<file path="src/rtl/udiv_seq_16by8.sv">
// Sequential unsigned restoring divider (DW-bit dividend / YW-bit divisor) with valid/ready handshakes.
// Define UDIV_APPROX_EN to drop the low APPROX_BITS dividend bits and shorten the iteration count.
module udiv_seq_16by8 #(
  parameter int DW          = 16,
  parameter int YW          = 8,
  parameter int APPROX_BITS = 2
) (
  input  logic          clk,
  input  logic          rst_n,
  input  logic          in_valid,
  output logic          in_ready,
  input  logic [DW-1:0] z,
  input  logic [YW-1:0] y,
  output logic          out_valid,
  input  logic          out_ready,
  output logic [DW-1:0] q,
  output logic [YW-1:0] r,
  output logic          div_by_zero
);

  localparam int CW = $clog2(DW + 1);
  localparam int RW = YW + 1;
`ifdef UDIV_APPROX_EN
  localparam int SH = APPROX_BITS;
`else
  // The exact build always divides the full dividend.
  localparam int SH = APPROX_BITS - APPROX_BITS;
`endif
  localparam int            NIT   = DW - SH;
  localparam logic [CW-1:0] NIT_C = CW'(NIT);

  typedef enum logic [1:0] {IDLE, CALC, DONE} state_t;

  state_t        state_q;
  logic [RW-1:0] rem_q;
  logic [DW-1:0] quo_q;
  logic [YW-1:0] y_q;
  logic [CW-1:0] cnt_q;
  logic [DW-1:0] q_q;
  logic [YW-1:0] r_q;
  logic          dbz_q;
  logic          in_ready_q;
  logic          out_valid_q;

  logic [RW:0]   shifted;
  logic          ge;
  logic [RW-1:0] rem_d;
  logic [DW-1:0] quo_d;

  // One restoring step: shift the MSB of the quotient register into the remainder, trial-subtract.
  always_comb begin
    shifted = {rem_q, quo_q[DW-1]};
    ge      = (shifted >= {2'b00, y_q});
    rem_d   = ge ? RW'(shifted - {2'b00, y_q}) : shifted[RW-1:0];
    quo_d   = {quo_q[DW-2:0], ge};
  end

  always_ff @(posedge clk or negedge rst_n) begin
    if (!rst_n) begin
      state_q     <= IDLE;
      rem_q       <= '0;
      quo_q       <= '0;
      y_q         <= '0;
      cnt_q       <= '0;
      q_q         <= '0;
      r_q         <= '0;
      dbz_q       <= 1'b0;
      in_ready_q  <= 1'b1;
      out_valid_q <= 1'b0;
    end else begin
      case (state_q)
        IDLE: begin
          if (in_valid && in_ready_q) begin
            y_q        <= y;
            in_ready_q <= 1'b0;
            if (y != '0) begin
              rem_q   <= '0;
              // Low SH bits are cleared so exactly NIT dividend bits are shifted through.
              quo_q   <= (z >> SH) << SH;
              cnt_q   <= NIT_C;
              dbz_q   <= 1'b0;
              state_q <= CALC;
            end else begin
              q_q         <= '1;
              r_q         <= z[YW-1:0];
              dbz_q       <= 1'b1;
              out_valid_q <= 1'b1;
              state_q     <= DONE;
            end
          end
        end
        CALC: begin
          rem_q <= rem_d;
          quo_q <= quo_d;
          cnt_q <= cnt_q - 1'b1;
          if (cnt_q == CW'(1)) begin
            q_q         <= quo_d << SH;
            r_q         <= rem_d[YW-1:0];
            out_valid_q <= 1'b1;
            state_q     <= DONE;
          end
        end
        DONE: begin
          if (out_ready) begin
            out_valid_q <= 1'b0;
            in_ready_q  <= 1'b1;
            state_q     <= IDLE;
          end
        end
        default: begin
          state_q     <= IDLE;
          in_ready_q  <= 1'b1;
          out_valid_q <= 1'b0;
        end
      endcase
    end
  end

  assign in_ready    = in_ready_q;
  assign out_valid   = out_valid_q;
  assign q           = q_q;
  assign r           = r_q;
  assign div_by_zero = dbz_q;

endmodule

</file>
<file path="config.mk">
export PLATFORM = sky130hd
export DESIGN_NAME = udiv_seq_16by8
export DESIGN_NICKNAME = d
export VERILOG_FILES = /design/src/rtl/udiv_seq_16by8.sv
export SDC_FILE = /design/constraint.sdc
export NUM_CORES = 1
export LEC_CHECK = 0
export BUFFER_PORTS_ARGS = -buffer_cell sky130_fd_sc_hd__buf_2
export CORE_MARGIN = 4
export CORE_UTILIZATION = 56
export DETAILED_ROUTE_END_ITERATION = 10
export PLACE_DENSITY_LB_ADDON = 0.2
export SETUP_SLACK_MARGIN = 0.05
export SLEW_MARGIN = 0
export SYNTH_ARGS = -nofsm -noshare
export SYNTH_HDL_FRONTEND = slang
export SYNTH_SLANG_ARGS = --single-unit
</file>
<file path="constraint.sdc">
create_clock -name clk -period 2.8 [get_ports clk]
set_input_delay 0.14 -clock clk [delete_from_list [all_inputs] [get_ports clk]]
set_output_delay 0.14 -clock clk [all_outputs]
set_load 0.005 [all_outputs]
</file>
Word level (Yosys, flattened, before mapping)

Index checks and enable logic that the tools add are counted.

Flip-flop bits (word level): 67
Input bits: 28

$add $sub $neg: 2
$lt $le $gt $ge: 1
Equality and inequality tests: 8
Multiplexer cells: 32
Bitwise operators: 1
Reductions and logical operators: 10

Operator list:

| cell                                                                  | count |
|---|---|
| 16-bit 2-to-1 mux                                                     | 5 |
| 16-bit case mux with 2 select lines                                   | 2 |
| 9-bit 2-to-1 mux                                                      | 3 |
| 8-bit 2-to-1 mux                                                      | 3 |
| 9-bit case mux with 2 select lines                                    | 1 |
| 8-bit case mux with 2 select lines                                    | 1 |
| 10-bit by 8-bit greater-or-equal comparator with 1-bit output         | 1 |
| 5-bit 2-to-1 mux                                                      | 2 |
| 2-bit inequality test, second input constant                          | 5 |
| 5-bit case mux with 2 select lines                                    | 1 |
| 3-bit AND reduction                                                   | 3 |
| 9-bit by 8-bit subtractor with 9-bit output                           | 1 |
| 2-bit 2-to-1 mux                                                      | 4 |
| 4-bit AND reduction                                                   | 2 |
| 8-bit nonzero test                                                    | 1 |
| 1-bit 2-to-1 mux                                                      | 7 |
| 1-bit case mux with 3 select lines                                    | 2 |
| 2-bit case mux with 3 select lines                                    | 1 |
| 5-bit by 1-bit equality test with 1-bit output, second input constant | 1 |
| 5-bit by 1-bit subtractor with 5-bit output, second input constant    | 1 |
| 2-bit by 1-bit equality test with 1-bit output, second input constant | 1 |
| 2-bit equality test, second input constant                            | 1 |
| 2-bit logical NOT                                                     | 1 |
| 2-bit AND reduction                                                   | 1 |
| 3 further kinds                                                       | 3 |

Depth between registers and ports, before layout

Gate-level depths: netlist of run 1.

Depth in word-level cells: 4
Mapped depth: 11
Mapped depth without buffers: 10

Least setup slack after synthesis of run 1

No wires, ideal clock.

Path kind: register -> register
Start: register quo_q[15]
End: register r_q[1] (netlist: r[1])
Data arrival time: 2,173 ps
Required time: 2,681 ps
Setup slack: 508 ps
Stages on the path, launching flop included: 12
Clock period less this slack: 2,292 ps
Path through: dfrtp_1 inv_1 ha_1 inv_1 fa_1 nand3_1 nand3_2 a2111oi_4 buf_6 mux2i_1 o211ai_2 o21a_1

Longest elaborated chain between the ends: 4

RTL lines:

| item                                                                                                                         | line   | RTL |
|---|---|---|
| start: declaration                                                                                                           | 36     | `logic [DW-1:0] quo_q;` |
| start signal: assignment                                                                                                     | 79     | `quo_q <= (z >> SH) << SH;` |
| start signal: assignment                                                                                                     | 94     | `quo_q <= quo_d;` |
| 9-bit by 8-bit subtractor with 9-bit output or 10-bit by 8-bit greater-or-equal comparator with 1-bit output (tied branches) | 54, 53 |  |
| 9-bit 2-to-1 mux (*)                                                                                                         | 54     | `rem_d = ge ? RW'(shifted - {2'b00, y_q}) : shifted[RW-1:0];` |
| 8-bit 2-to-1 mux (*)                                                                                                         | 96     | `if (cnt_q == CW'(1)) begin` |
| 8-bit case mux with 2 select lines (*)                                                                                       | 71     | `case (state_q)` |
| end signal: assignment                                                                                                       | 85     | `r_q <= z[YW-1:0];` |
| end signal: assignment                                                                                                       | 98     | `r_q <= rem_d[YW-1:0];` |
| end: declaration                                                                                                             | 40     | `logic [YW-1:0] r_q;` |

Mark *: on every way between the ends. The rest lies on a longest branch, timed or not. The select of a mux whose other input is x is not followed.
A chain may end at the register's enable or synchronous reset.

Worst setup path after layout of run 1

Start: register quo_q[15]
End: register r_q[0] (netlist: r[0])

The elaborated chain is that of the path after synthesis.

==> flow_metrics.py, run 1 <==
metrics = {
    "status": {
        "status": "complete, but fails checks",
        "violations": "hold timing",
    },
    "drt": {
        "routed_via_density": 5.542,
        "drt-met1-wl_mm": 3.100,
        "drtIter0Drc": 88,
        "first_pass_iters": 4,
        "drc_errors": 0,
        "top_layer_used": "met4",
        "ant_nets": 0,
        "route.met3.wl_um": 309,
        "wirelength_mm": 6.909,
        "wl_per_cell_um": 15.53,
        "wl_met2_mm": 3.396,
        "via_count": 2466,
    },
    "yosys": {
        "synth-xor-area-share": 0.01884,
        "syn-cell-area_um2": 3254,
        "synthArstFlopShare": 1.000,
        "synth_edf_count": 0,
        "ys_top_cells_by_count": "dfrtp_1 (66), nand2_1 (47), o21ai_0 (37)",
        "ys_seq_area_frac": 0.5156,
        "synth-seq-cells": 67,
        "synth_cells": 310,
        "yosysMostFrequentCell": "dfrtp_1",
        "synth-simple-area-share": 0.1138,
        "synth_compound_area_frac": 0.2099,
        "synth-main-ff-cell": "dfrtp_1",
        "synth_top_area_frac": 0.5075,
        "synth_cell_types": 46,
        "syn_avg_cell_area_um2": 10.50,
        "synthTopCellsByArea": "dfrtp_1 (51%), o21ai_0 (5.7%), nand2_1 (5.4%)",
        "synth_mux_area_frac": 0.05306,
        "synth_top_family_by_area": "compound AO/OA/AOI/OAI gates",
        "ys.warnings.count": 0,
        "yosysTopAreaCell": "dfrtp_1",
        "synth_nets": 349,
        "synthAdderAreaFrac": 0.04460,
    },
    "sta": {
        "hold_viol": 24,
        "drv_slew": 0,
        "max-slew-margin-rel": 0.4418,
        "layout_min_cycle_time_ps": 2548,
        "post-route-period-util": 0.9101,
        "rsz0062_at_grt": "false",
        "skew_ps": 4.761,
        "timing.fmax_mhz": 392.4,
        "worst_slack_ps": 251.6,
        "worstMarginPinSlew_ps": 837.3,
        "setup_viol": 0,
        "fin_tns_setup_ps": 0,
        "hold_slack_ps": -14.48,
    },
    "setup_path": {
        "crit_family": "compound AO/OA/AOI/OAI gates",
        "reg2regPathDepth": 11,
        "cp.depth": 11,
        "reg2reg_to": "r[0]$_DFFE_PN0P_",
        "cp.required_ps": 3080,
        "crit_chain": "inv_1, ha_1, inv_1, fa_1, nand3_1, nand3_2, a2111oi_4, buf_4, mux2_2, o22ai_1, o21a_1",
        "crit_slowest_cell": "fa_1",
        "crit_buf_inv": 3,
        "cp-end-kind": "register",
        "r2r-start": "quo_q[15]$_DFFE_PN0P_",
        "worst_setup_path_start_kind": "register",
        "cp_max_fo": 6,
        "cp_common_cell": "inv_1",
        "setup.worst_path.class": "register to register",
        "crit_arrival_ps": 2830,
        "max_stage_delay_ps": 400,
        "ff2ff_setup_slack_ps": 250,
    },
    "cts": {
        "holdBufCountCts": 0,
        "clock-sinks": 67,
        "cts_made_buffers": 9,
        "cts_tree": "done",
        "cts_resized": 0,
        "clockBufferDepth": 2,
        "clk_pin_slew_worst_paths_ps": 70,
        "cts_max_level": 3,
        "post_cts_buffers": 0,
        "clk-insertion-delay-late_ps": 340,
        "ctsRootBufferMaster": "clkbuf_8",
    },
    "floorplanning": {
        "die_w_um": 84.23,
        "die_y_um": 84.23,
        "initial_core_util": 0.5838,
        "row_count": 27,
        "die-area_um2": 7095,
        "num_io_pins": 55,
        "core-area_um2": 5574,
    },
    "final_layout": {
        "drive_gt1_frac": 0.2547,
        "finalNetCount": 407,
        "area_growth_pct": 17.30,
        "fillCellCount": 454,
        "n_antenna_cell": 0,
        "utilization": 0.6848,
    },
    "flow_run": {
        "cap_violations": 0,
    },
    "hold_path": {
        "hp-class": "primary input to async pin",
    },
    "global_routing": {
        "grt_pass1_wl_mm": 11.87,
        "groute.usage.overall": 0.2104,
        "grt_pass1_vias": 2490,
        "antenna_found_initial": 0,
        "overflow": 0,
        "grt_max_degree": 68,
    },
    "placed_design": {
        "place_congestion": 0.8308,
        "detailedPlace.worstSlack_ps": 267.6,
        "portBuffers": 54,
        "dpl.hpwl_mm": 4.944,
    },
    "power": {
        "p_leak_nw": 1.777,
        "power_density_nw_per_um2": 1234,
        "peakVddDrop_v": 0.0006529,
    },
}
[routing by layer]
layer / up-vias / track usage
met4: 0 / 0.07456
met5: - / 0
met1: 1191 / 0.2760
met3: 11 / 0.05103
met2: 46 / 0.3415
li1: 1218 / -
[logic make-up after synthesis]
| group | Yosys count |
|---|---|
| xor+xnor | 7 |
| compound gates | 101 |
| simple gates | 76 |
| fa+ha+maj | 11 |
| flops | 67 |
| mux | 17 |
| buf+inv | 31 |
[power breakdown]
group	internal [W]	switching (W)
combinational	0.000979	0.00117
sequential	0.00143	0.000321
clock	0.000459	0.000355
[sequential cells by signal, summed over array words and instances, names as in the netlist]
register,cells
quo_q,16
y_q,8
cnt_q,5
out_valid,1
state_q,2
r,8
q,16
rem_q,9
div_by_zero,1
in_ready,1
[how the worst max path moves through the flow]
stage | startpoint | slack (ps) | endpoint
6_report | quo_q[15]$_DFFE_PN0P_ | 250 | r[0]$_DFFE_PN0P_
5_1_grt | quo_q[15]$_DFFE_PN0P_ | 100 | r[0]$_DFFE_PN0P_
4_1_cts | quo_q[15]$_DFFE_PN0P_ | 250 | r[0]$_DFFE_PN0P_
3_5_place_dp | quo_q[15]$_DFFE_PN0P_ | 270 | r[0]$_DFFE_PN0P_
3_3_place_gp | quo_q[15]$_DFFE_PN0P_ | 330 | r[0]$_DFFE_PN0P_
2_1_floorplan | quo_q[15]$_DFFE_PN0P_ | 510 | r[1]$_DFFE_PN0P_
[stage by stage]
step	power (W)	instance area, um2	std cells	hold WS (ps)
floorplan	0.003296	3254	310	-155.6
global placement	0.003843	3613	429	360.1
detailed placement	0.003926	3613	429	365.3
CTS	0.004758	3817	445	5.275
global route	0.005136	3817	445	17.89
finish	0.004712	3817	445	-14.48
[worst register-to-register path: stages (launching register included)]
cell       delay [ps]
dfrtp_1           380
inv_1              80
ha_1              160
inv_1              50
fa_1              400
nand3_1           130
nand3_2           100
a2111oi_4         360
buf_4             210
mux2_2            350
o22ai_1           120
o21a_1            150
[layout make-up]
cell class                 count  area (um2)  share of cell area
clock buffer                  12       155.1             0.04064
sequential                    67        1678              0.4395
clock inverter                 4       48.80             0.01278
multi-input combinational    212        1439              0.3769
timing repair buffer          63       350.3             0.09177
inverter                      15       56.30             0.01475
tap                           72       90.09             0.02360
[cell usage in the layout (no fill, tap or decap), types with 2 or more instances in the layout]
| cell | netlist | final |
|---|---|---|
| xor2_1 | 3 | 3 |
| inv_1 | 15 | 15 |
| dfrtp_1 | 66 | 66 |
| o21ai_0 | 37 | 36 |
| and2_2 | 2 | 2 |
| mux2i_1 | 15 | 15 |
| ha_1 | 10 | 10 |
| nor2_1 | 6 | 6 |
| mux2_2 | 2 | 2 |
| o22ai_1 | 4 | 4 |
| or3_1 | 3 | 3 |
| and2_1 | 2 | 2 |
| o21a_1 | 8 | 8 |
| o22a_1 | 16 | 16 |
| nand2_1 | 47 | 47 |
| buf_2 | 7 | 54 |
| o211ai_2 | 3 | 3 |
| o21ai_1 | 2 | 2 |
| clkinv_2 | 0 | 2 |
| buf_4 | 3 | 8 |
| a31oi_1 | 5 | 5 |
| a21oi_1 | 14 | 14 |
| a21boi_0 | 6 | 6 |
| nor4_1 | 4 | 4 |
| xnor2_1 | 4 | 4 |
| clkbuf_8 | 0 | 11 |
(Power assumes the default switching activity.)
==> run 2, diff against run 1 <==
MAX_ROUTING_LAYER = met4   (was not set)
PLACE_DENSITY = 0.8   (was not set)
PLACE_DENSITY_LB_ADDON = not set   (was 0.2)
==> flow_metrics.py, run 2 (synthesis results as in run 1) <==
metrics = {
    "setup_path": {
        "crit_chain": "inv_1, ha_1, inv_1, fa_1, nand3_1, nand3_2, a2111oi_4, buf_4, mux2_2, o22ai_1, o21a_1",
        "r2r-start": "quo_q[15]$_DFFE_PN0P_",
        "cp.depth": 11,
        "cp_common_cell": "inv_1",
        "reg2reg_to": "r[0]$_DFFE_PN0P_",
        "setup.worst_path.class": "register to register",
        "reg2regPathDepth": 11,
        "crit_buf_inv": 3,
        "crit_path_end": "r[0]$_DFFE_PN0P_",
        "cp-end-kind": "register",
        "cp_max_fo": 5,
        "crit_arrival_ps": 2820,
        "worst_setup_path_start_kind": "register",
        "ff2ff_setup_slack_ps": 260,
        "max_stage_delay_ps": 400,
        "crit_path_start": "quo_q[15]$_DFFE_PN0P_",
        "cp.required_ps": 3080,
        "crit_slowest_cell": "fa_1",
        "crit_family": "compound AO/OA/AOI/OAI gates",
    },
    "drt": {
        "drtIter0Drc": 119,
        "drc_errors": 0,
        "ant_nets": 0,
        "first_pass_iters": 4,
        "wl_per_cell_um": 15.67,
        "routed_via_density": 5.596,
        "via_count": 2496,
        "wirelength_mm": 6.990,
    },
    "floorplanning": {
        "die_y_um": 84.23,
        "num_io_pins": 55,
        "die-area_um2": 7095,
        "row_count": 27,
        "core-area_um2": 5574,
        "die_w_um": 84.23,
        "initial_core_util": 0.5838,
    },
    "cts": {
        "cts_made_buffers": 9,
        "clockBufferDepth": 2,
        "ctsRootBufferMaster": "clkbuf_8",
        "cts_max_level": 3,
        "cts_tree": "done",
        "clk_pin_slew_worst_paths_ps": 70,
        "clock-sinks": 67,
        "clk-insertion-delay-late_ps": 350,
    },
    "final_layout": {
        "finalNetCount": 409,
        "utilization": 0.6902,
        "mostFrequentLayoutCells": "dfrtp_1 (66), buf_2 (54), nand2_1 (47)",
        "n_antenna_cell": 0,
        "drive_gt1_frac": 0.2540,
        "final_common_cell": "dfrtp_1",
        "area_growth_pct": 18.22,
    },
    "power": {
        "internal_power_w": 0.002951,
        "p_leak_nw": 1.781,
        "switching_share": 0.3875,
        "peakVddDrop_v": 0.0008162,
        "seq_power_share": 0.366,
        "power_density_nw_per_um2": 1252,
        "p_switching_w": 0.001866,
        "clkPwrFrac": 0.183,
        "pwr-share-comb": 0.451,
    },
    "sta": {
        "max-slew-margin-rel": 0.5486,
        "skew_ps": 11.74,
        "setup_viol": 0,
        "rsz0062_at_grt": "false",
        "fin_tns_setup_ps": 0,
        "timing.fmax_mhz": 393.7,
        "layout_min_cycle_time_ps": 2540,
        "post-route-period-util": 0.9072,
        "worstMarginPinSlew_ps": 675.4,
        "hold_viol": 0,
        "worst_slack_ps": 259.8,
        "drv_slew": 0,
    },
    "hold_path": {
        "hp-class": "primary input to register",
    },
    "global_routing": {
        "antenna_found_initial": 0,
        "grt_pass1_wl_mm": 12.43,
        "grt_max_degree": 48,
        "overflow": 0,
        "grt_pass1_vias": 2688,
        "groute.usage.overall": 0.2254,
    },
    "flow_run": {
        "cap_violations": 0,
    },
    "placed_design": {
        "portBuffers": 54,
        "place_congestion": 0.8890,
        "detailedPlace.worstSlack_ps": 147.5,
        "dpl.hpwl_mm": 5.043,
    },
    "status": {
        "status": "finished, final reports clean",
    },
}
## run 2: area by class of cell
class | instances | area (um2)
repair buffers | 65 | 367.9
inverters | 15 | 56.30
flip-flops and latches | 67 | 1678
clock inverters | 4 | 75.07
well taps | 72 | 90.09
multi-input cells | 212 | 1439
clock buffers | 11 | 141.4
fillers | 439 | 1727
## run 2: power groups by stage
stage	logic (W)	registers [W]	clock network (W)
5_1_grt	0.00248	0.00183	0.000949
2_1_floorplan	0.00159	0.00171	0
4_1_cts	0.00216	0.00176	0.000895
6_report	0.00217	0.00176	0.000880
3_3_place_gp	0.00206	0.00176	0
3_5_place_dp	0.00214	0.00178	0
## run 2: through the flow
stage / hold WS (ps) / instances / area, um2 / power [W]
floorplan: -155.6 / 310 / 3254 / 0.003296
global placement: 115.7 / 428 / 3606 / 0.003821
detailed placement: 119.7 / 428 / 3606 / 0.003913
CTS: 7.578 / 444 / 3832 / 0.004814
global route: 22.57 / 446 / 3847 / 0.005253
finish: 21.73 / 446 / 3847 / 0.004817
## run 2: worst min-delay path by stage
| stage | from | to | slack (ps) | cells after the start |
|---|---|---|---|---|
| 6_report | y[5] | y_q[5]$_DFFE_PN0P_ | 20 | 3 |
| 5_1_grt | y[2] | y_q[2]$_DFFE_PN0P_ | 20 | 3 |
| 4_1_cts | y[6] | y_q[6]$_DFFE_PN0P_ | 8 | 3 |
| 3_5_place_dp | rst_n | q[2]$_DFFE_PN0P_ | 120 | 1 |
| 3_3_place_gp | rst_n | q[3]$_DFFE_PN0P_ | 120 | 1 |
| 2_1_floorplan | rst_n | cnt_q[0]$_DFFE_PN0P_ | -160 | 0 |
## run 2: per-layer routing
metal  GRT usage  share of wire  up-vias
met1      0.2790           0.43     1201
met3     0.05005          0.052       11
met4     0.09503          0.018        0
met5           -              0        -
met2      0.3572           0.50       68
li1            -              -     1216
## run 2: worst reg2reg max path: stages, from the launching register on
cell and delay, ps:
dfrtp_1 370, inv_1 70, ha_1 160, inv_1 60
fa_1 400, nand3_1 130, nand3_2 100, a2111oi_4 360
buf_4 220, mux2_2 350, o22ai_1 130, o21a_1 150
## run 2: what timing repair did
item                                    in CTS  in global routing
hold endpoints to repair                    20                  0
endpoints found under the setup margin       0                  8
resized for setup                            0                  0
hold buffers                                 1                  0
setup buffers                                0                  2
==> run 3, diff against run 2 <==
CORE_ASPECT_RATIO = 1.75   (was not set)
CORE_UTILIZATION = 50   (was 56)
PLACE_DENSITY = 0.75   (was 0.8)
clock period = 2.2 ns   (was 2.8 ns; I/O delays follow)
==> flow_metrics.py, run 3 (synthesis results as in run 1) <==
metrics = {
    "status": {
        "status": "complete, but fails checks",
        "violations": "setup timing",
    },
    "final_layout": {
        "finalNetCount": 432,
        "mostFrequentLayoutCells": "dfrtp_1 (66), buf_2 (54), nand2_1 (47)",
        "utilization": 0.6621,
        "area_growth_pct": 27.68,
        "drive_gt1_frac": 0.3232,
        "final_common_cell": "dfrtp_1",
        "n_antenna_cell": 0,
        "final_area_um2": 4155,
    },
    "sta": {
        "setup_viol": 17,
        "worstMarginPinSlew_ps": 686.3,
        "timing.fmax_mhz": 423.9,
        "worst_slack_ps": -159.0,
        "layout_min_cycle_time_ps": 2359,
        "max-slew-margin-rel": 0.5425,
        "fin_tns_setup_ps": -1403,
        "hold_viol": 0,
        "rsz0062_at_grt": "true",
        "post-route-period-util": 1.072,
        "drv_slew": 0,
        "skew_ps": 5.841,
    },
    "power": {
        "switching_share": 0.3989,
        "power_density_nw_per_um2": 1669,
        "p_leak_nw": 1.911,
        "peakVddDrop_v": 0.0007670,
        "seq_power_share": 0.325,
        "clkPwrFrac": 0.152,
        "p_switching_w": 0.002767,
        "internal_power_w": 0.004169,
        "pwr-share-comb": 0.523,
    },
    "floorplanning": {
        "initial_core_util": 0.5185,
        "die-area_um2": 7914,
        "core-area_um2": 6276,
        "row_count": 38,
        "die_w_um": 68.99,
        "num_io_pins": 55,
        "die_y_um": 114.7,
    },
    "global_routing": {
        "grt_pass1_vias": 2902,
        "groute.usage.overall": 0.2405,
        "grt_pass1_wl_mm": 13.61,
        "overflow": 0,
        "antenna_found_initial": 0,
        "grt_max_degree": 49,
    },
    "cts": {
        "clk_pin_slew_worst_paths_ps": 70,
        "cts_tree": "done",
        "clock-sinks": 67,
        "cts_made_buffers": 9,
        "clockBufferDepth": 2,
        "clk-insertion-delay-late_ps": 350,
        "ctsRootBufferMaster": "clkbuf_8",
        "cts_max_level": 3,
    },
    "placed_design": {
        "place_area_um2": 3772,
        "portBuffers": 54,
        "dpl.hpwl_mm": 5.634,
        "place_congestion": 0.7956,
    },
    "setup_path": {
        "setup.worst_path.class": "register to register",
        "reg2regPathDepth": 11,
        "ff2ff_setup_slack_ps": -160,
        "cp.required_ps": 2440,
        "r2r-start": "quo_q[15]$_DFFE_PN0P_",
        "crit_arrival_ps": 2600,
        "cp_max_fo": 5,
        "reg2reg_to": "r[4]$_DFFE_PN0P_",
        "cp-end-kind": "register",
        "worst_setup_path_start_kind": "register",
    },
    "hold_path": {
        "whs_endpoint": "y_q[6]$_DFFE_PN0P_",
        "hp-class": "primary input to register",
        "whs_path_depth": 3,
        "hold_start": "y[6]",
    },
    "drt": {
        "via_count": 2677,
        "ant_nets": 0,
        "wirelength_mm": 8.153,
        "routed_via_density": 5.624,
        "drtIter0Drc": 85,
        "drc_errors": 0,
        "wl_per_cell_um": 17.13,
        "first_pass_iters": 4,
    },
    "flow_run": {
        "cap_violations": 0,
    },
}
-- run 3: changes by cell type in the layout (fill, tap and decap cells not counted), sizes merged --
cell / change
clkinv: +1
bufinv: -1
clkinvlp: -2
dlygate4sd3: +5
buf: +18
clkbuf: +1
-- run 3: cell type report --
| cell class | count | area, um2 |
|---|---|---|
| well taps | 80 | 100.1 |
| fillers | 527 | 2121 |
| clock buffers | 12 | 165.2 |
| clock inverters | 2 | 35.03 |
| repair buffers | 88 | 578.1 |
| inverters | 15 | 58.81 |
| flip-flops and latches | 67 | 1678 |
| multi-input cells | 212 | 1540 |
-- run 3: metrics by stage --
step / cells / worst slack [ps] / total power (W) / hold slack [ps]
floorplan: 310 / 44.40 / 0.004293 / -185.6
global placement: 451 / -52.61 / 0.005254 / 179.4
detailed placement: 451 / -133.5 / 0.005356 / 199.6
CTS: 473 / -123.9 / 0.006789 / 3.429
global route: 476 / -253.2 / 0.007463 / 4.971
finish: 476 / -159.0 / 0.006935 / 11.77
-- run 3: worst max-delay path by stage --
| stage | end | depth (start not counted) | from |
|---|---|---|---|
| after floorplan | r[1]$_DFFE_PN0P_ | 11 | quo_q[15]$_DFFE_PN0P_ |
| after global placement | r[3]$_DFFE_PN0P_ | 11 | quo_q[15]$_DFFE_PN0P_ |
| after detailed placement | r[1]$_DFFE_PN0P_ | 11 | quo_q[15]$_DFFE_PN0P_ |
| after CTS | r[3]$_DFFE_PN0P_ | 11 | quo_q[15]$_DFFE_PN0P_ |
| after global routing | r[4]$_DFFE_PN0P_ | 11 | quo_q[15]$_DFFE_PN0P_ |
| final | r[4]$_DFFE_PN0P_ | 11 | quo_q[15]$_DFFE_PN0P_ |
-- run 3: critical path: stages, from the launching register on --
cell and delay (ps):
dfrtp_1 390, inv_2 90, ha_4 140, inv_2 40
fa_2 340, nand3_2 90, nand3_2 90, a2111oi_4 360
buf_4 240, mux2i_4 280, o211ai_2 90, o21a_1 110
-- run 3: timing repair --
action                                  in CTS  in global routing
endpoints found under the hold margin       33                  0
endpoints found under the setup margin      18                 18
hold buffers                                 6                  0
pin swaps                                    5                  0
setup buffers                                2                  3
resized for setup                           21                  1
-- run 3: power groups by stage --
| stage | registers (W) | clock network [W] | logic (W) |
|---|---|---|---|
| global route | 0.00233 | 0.00113 | 0.00401 |
| detailed placement | 0.00226 | 0 | 0.00309 |
| global placement | 0.00224 | 0 | 0.00302 |
| finish | 0.00226 | 0.00105 | 0.00363 |
| CTS | 0.00225 | 0.00107 | 0.00347 |
| floorplan | 0.00218 | 0 | 0.00212 |
-- run 3: metal layers --
layer	vias to the layer above	global-route usage	share of wire
met3	23	0.05599	0.039
met1	1319	0.2709	0.39
li1	1270	-	-
met5	-	-	0
met2	65	0.3865	0.53
met4	0	0.1263	0.040
